[src/rtl/relation_pkg.sv]
// Shared definitions for the relation_tracker frame analyser: default sample
// width and the registered FSM state encoding.
package relation_pkg;

  localparam int W_DEF = 3;

  typedef enum logic [1:0] {
    ST_IDLE   = 2'd0,
    ST_ACCUM  = 2'd1,
    ST_REPORT = 2'd2
  } state_t;

endpackage

[src/rtl/rel_cmp.sv]
// Unsigned magnitude comparator; exactly one of lt/eq/gt is high.
module rel_cmp #(
  parameter int W = 3
) (
  input  logic [W-1:0] a,
  input  logic [W-1:0] b,
  output logic         lt,
  output logic         eq,
  output logic         gt
);

  assign lt = (a < b);
  assign eq = (a == b);
  assign gt = (a > b);

endmodule

[src/rtl/relation_tracker.sv]
// Per-frame min/max and rising/falling/equal step counts over a valid/ready
// sample stream, reported through a second valid/ready handshake.
module relation_tracker
  import relation_pkg::*;
#(
  parameter int W         = W_DEF,
  parameter int FRAME_LEN = 8,
  parameter int CNT_W     = 4
) (
  input  logic             clk,
  input  logic             rst_n,
  input  logic             start,
  input  logic             in_valid,
  input  logic [W-1:0]     in_data,
  output logic             in_ready,
  output logic             out_valid,
  input  logic             out_ready,
  output logic [W-1:0]     min_val,
  output logic [W-1:0]     max_val,
  output logic [CNT_W-1:0] rise_cnt,
  output logic [CNT_W-1:0] fall_cnt,
  output logic [CNT_W-1:0] eq_cnt,
  output logic             busy
);

  localparam logic [CNT_W-1:0] LAST_IDX = CNT_W'(FRAME_LEN - 1);

  state_t           state, state_nxt;
  logic [CNT_W-1:0] smp_cnt;
  logic [W-1:0]     prev_val;
  logic             accept, first_smp, last_smp;

  // Relation vectors ordered {gt, eq, lt}; each is one-hot.
  logic [2:0] step_rel, min_rel, max_rel;

  logic [W-1:0]     min_nxt, max_nxt;
  logic [CNT_W-1:0] rise_nxt, fall_nxt, eq_nxt;

  rel_cmp #(.W(W)) u_cmp_step (
    .a(in_data), .b(prev_val), .lt(step_rel[0]), .eq(step_rel[1]), .gt(step_rel[2])
  );
  rel_cmp #(.W(W)) u_cmp_min (
    .a(in_data), .b(min_val), .lt(min_rel[0]), .eq(min_rel[1]), .gt(min_rel[2])
  );
  rel_cmp #(.W(W)) u_cmp_max (
    .a(in_data), .b(max_val), .lt(max_rel[0]), .eq(max_rel[1]), .gt(max_rel[2])
  );

  // Handshake outputs decode the registered state only.
  assign in_ready  = (state == ST_ACCUM);
  assign out_valid = (state == ST_REPORT);
  assign busy      = (state != ST_IDLE);

  assign accept    = in_ready && in_valid;
  assign first_smp = (smp_cnt == '0);
  assign last_smp  = (smp_cnt == LAST_IDX);

  always_ff @(posedge clk or negedge rst_n) begin
    if (!rst_n) state <= ST_IDLE;
    else        state <= state_nxt;
  end

  always_comb begin
    state_nxt = state;
    unique case (state)
      ST_IDLE:   if (start)              state_nxt = ST_ACCUM;
      ST_ACCUM:  if (accept && last_smp) state_nxt = ST_REPORT;
      ST_REPORT: if (out_ready)          state_nxt = ST_IDLE;
      default:                           state_nxt = ST_IDLE;
    endcase
  end

  always_comb begin
    rise_nxt = rise_cnt;
    fall_nxt = fall_cnt;
    eq_nxt   = eq_cnt;
    min_nxt  = min_val;
    max_nxt  = max_val;
    case (step_rel)
      3'b100:  rise_nxt = rise_cnt + 1'b1;
      3'b010:  eq_nxt   = eq_cnt + 1'b1;
      3'b001:  fall_nxt = fall_cnt + 1'b1;
      default: ;
    endcase
    case (min_rel)
      3'b001:  min_nxt = in_data;
      default: ;
    endcase
    case (max_rel)
      3'b100:  max_nxt = in_data;
      default: ;
    endcase
  end

  // Report registers: cleared on start, updated per accepted sample, held otherwise.
  always_ff @(posedge clk or negedge rst_n) begin
    if (!rst_n) begin
      smp_cnt  <= '0;
      min_val  <= '0;
      max_val  <= '0;
      rise_cnt <= '0;
      fall_cnt <= '0;
      eq_cnt   <= '0;
    end else if (state == ST_IDLE && start) begin
      smp_cnt  <= '0;
      rise_cnt <= '0;
      fall_cnt <= '0;
      eq_cnt   <= '0;
    end else if (accept) begin
      smp_cnt <= smp_cnt + 1'b1;
      if (first_smp) begin
        min_val <= in_data;
        max_val <= in_data;
      end else begin
        min_val  <= min_nxt;
        max_val  <= max_nxt;
        rise_cnt <= rise_nxt;
        fall_cnt <= fall_nxt;
        eq_cnt   <= eq_nxt;
      end
    end
  end

  // prev is only ever read after the first sample of a frame has loaded it.
  always_ff @(posedge clk) begin
    if (accept) prev_val <= in_data;
  end

endmodule

[config.mk]
export PLATFORM = sky130hd
export DESIGN_NAME = relation_tracker
export DESIGN_NICKNAME = d
export VERILOG_FILES = /design/src/rtl/relation_pkg.sv /design/src/rtl/rel_cmp.sv /design/src/rtl/relation_tracker.sv
export SDC_FILE = /design/constraint.sdc
export NUM_CORES = 1
export LEC_CHECK = 0
export ABC_AREA = 1
export CORE_MARGIN = 4
export CORE_UTILIZATION = 30
export DETAILED_ROUTE_END_ITERATION = 7
export PLACE_DENSITY = 0.56
export SKIP_CTS_REPAIR_TIMING = 1
export SLEW_MARGIN = 20
export SYNTH_ARGS = -nofsm -noshare
export SYNTH_HDL_FRONTEND = slang
export SYNTH_SLANG_ARGS = --single-unit
[constraint.sdc]
create_clock -name clk -period 2.07 [get_ports clk]
set_input_delay 0.207 -clock clk [delete_from_list [all_inputs] [get_ports clk]]
set_output_delay 0.207 -clock clk [all_outputs]
set_load 0.02 [all_outputs]
==> results_dict.tcl <==
set metrics [dict create \
    endpoint_kind "output port" \
    wl_per_cell_um 10.8 \
    grt_pass1_wl_um 5380 \
    synth_warnings 0 \
    clockBufferDepth 2 \
    cp_cell_sequence "inv_2 -> nor2_1 -> clkdlybuf4s50_1" \
    syn_inst 192 \
    first_iter_violations 26 \
    insertion_delay_ps 280 \
    antenna_found_initial 0 \
    drt.antenna.violating_nets 0 \
    max_freq_ghz 0.573 \
    power.density_nw_per_um2 1280 \
    slowest_delay_ps 610 \
    p_leak_uw 0.00105 \
    place_area_sq_um 1980 \
    ys_ff_latch 27 \
    finalNonFillerCells 295 \
    grt_use_total 0.105 \
    slowest_stage "clkdlybuf4s50_1" \
    power_uw 2600 \
    drv_cap 0 \
    cts-root-buf "clkbuf_8" \
    synth_flop_cell "dfrtp_1" \
    slew_viol_final 0 \
    final_util 0.392 \
    synth-seq-area-share 0.427 \
    multi_input_area_sq_um 791 \
    place_hpwl_um 2400 \
    via_per_inst 4.41 \
    rows 26 \
    dr.pass1.iters 4 \
    period_needed_ps 1740 \
    seqCellArea_sq_um 691 \
    start_util 0.313 \
    tns_ps 0 \
    drive_gt1_frac 0.0889 \
    design_area_sq_um 2030 \
    finalHoldViolCount 0 \
    fp.dieW_um 81.4 \
    skew_ps 4.52 \
    die-area_sq_um 6630 \
    outcome "complete, no violations" \
    ys_types 25 \
    cts_num_sinks 27 \
    peakVddDrop_uv 385 \
    grt_overflow 0 \
    dp_cells 291 \
    htreeDepth 1 \
    cp.required_ps 1860 \
    clkTransAtPathRegs_ps 100 \
    finalSetupViolations 0 \
    via_count 1301 \
    grt_pass1_vias 1215 \
    syn2layout_area_growth_pct 25.4 \
    num_antenna_cells 0 \
    gp_congestion 0.794 \
    cts_buffers 3 \
    n_fill_cell 522 \
    hp-class "in2async" \
    finish.net_count 248 \
    coreArea_sq_um 5170 \
    worstPathArrival_ps 1540 \
    syn-num-nets 214 \
    crit_path_start_kind "flop" \
    rsz0062_at_grt "no" \
    synth.avg_cell_area_sq_um 8.43 \
    io_pins 29 \
    reg2regPathDepth 9 \
    async_flop_share 0.889 \
    cts_tree "done" \
    remaining_drc_errors 0 \
    worstSetupPathType "reg2out" \
    slew_headroom 0.779 \
    io_buffer_count 28 \
    grt_max_degree 25 \
    synth_edf_count 3 \
    final.period_utilization 0.843 \
    dieHeight_um 81.4 \
    wirelength_um 3190 \
    final_common_cell "nand2_1" \
    path_max_fanout 4 \
    syn_area_sq_um 1620 \
    critPathLaunch "state[1]" \
    final_cell_mix "nand2_1, clkdlybuf4s50_1, nand3_1" \
    tightest_slew_ps 332 \
    r2r_start "smp_cnt[0]" \
]
-- area by class of cell --
class / instances / share of cell area
clock buffers: 3 / 0.0203
inverters: 27 / 0.0506
flip-flops and latches: 27 / 0.340
repair buffers: 32 / 0.153
clock inverters: 1 / 0.00308
multi-input cells: 135 / 0.390
well taps: 70 / 0.0432
-- power breakdown --
part | total, uW | internal, uW | switching (uW)
Clock | 318 | 138 | 180
Combinational | 1380 | 571 | 810
Sequential | 898 | 723 | 175
-- synth_stat cells, types with 2 or more instances --
master,instances,area (sq um)
a21oi_1,3,15.0
buf_6,3,33.8
dfrtp_1,24,601
edfxtp_1,3,90.1
ha_1,14,175
inv_1,23,86.3
inv_2,3,11.3
nand2_1,55,206
nand3_1,26,130
nand3_2,2,20.0
nand3b_1,2,15.0
nand4_1,4,25.0
nor2_1,9,33.8
nor2_4,2,22.5
o21ai_0,5,25.0
xor2_1,5,43.8
-- per-stage QoR --
| stage | setup WS, ps | hold WS [ps] |
|---|---|---|
| after floorplan | 640 | -88.6 |
| after global placement | 143 | 444 |
| after detailed placement | 127 | 454 |
| after CTS | 301 | 288 |
| after global routing | 248 | 307 |
| final | 325 | 284 |
-- registers in the layout (all words and copies together) (netlist names) --
signal / flops
smp_cnt: 4
state: 2
prev_val: 3
max_val: 3
min_val: 3
fall_cnt: 4
eq_cnt: 4
rise_cnt: 4
-- kinds of logic (layout without fill, tap and decap cells) --
family | after synthesis | after routing | share of synthesized area
and+or+nand+nor | 105 | 105 | 0.317
AOI/OAI and AO/OA | 11 | 11 | 0.0363
buffers and inverters | 30 | 63 | 0.0843
adders and majority gates | 14 | 14 | 0.108
DFF | 27 | 27 | 0.427
xor gates and xnor gates | 5 | 5 | 0.0271
-- per-layer routing --
layer | GRT usage | up-vias | part of all wire
li1 | - | 691 | -
met1 | 0.145 | 589 | 0.51
met2 | 0.161 | 17 | 0.45
met3 | 0.0175 | 4 | 0.031
met4 | 0.0456 | 0 | 0.016
met5 | 0 | - | 0
-- worst paths after layout --
kind / endpoint / slack [ps]
setup / recovery: out_valid / 330
hold / removal: eq_cnt[2] / 280
setup reg to reg: rise_cnt[2] / 560
hold reg to reg: smp_cnt[3] / 470
max in group asynchronous: min_val[1] / 1540
min in group clk: smp_cnt[3] / 470
-- worst max-delay path: cells and delay by family, from the launching register on --
kind | cells | cell delay (ps)
AND/OR/NAND/NOR | 1 | 100
buffers and inverters | 2 | 700
flip-flops | 1 | 460
No activity file was read; power rests on OpenSTA's default activity.
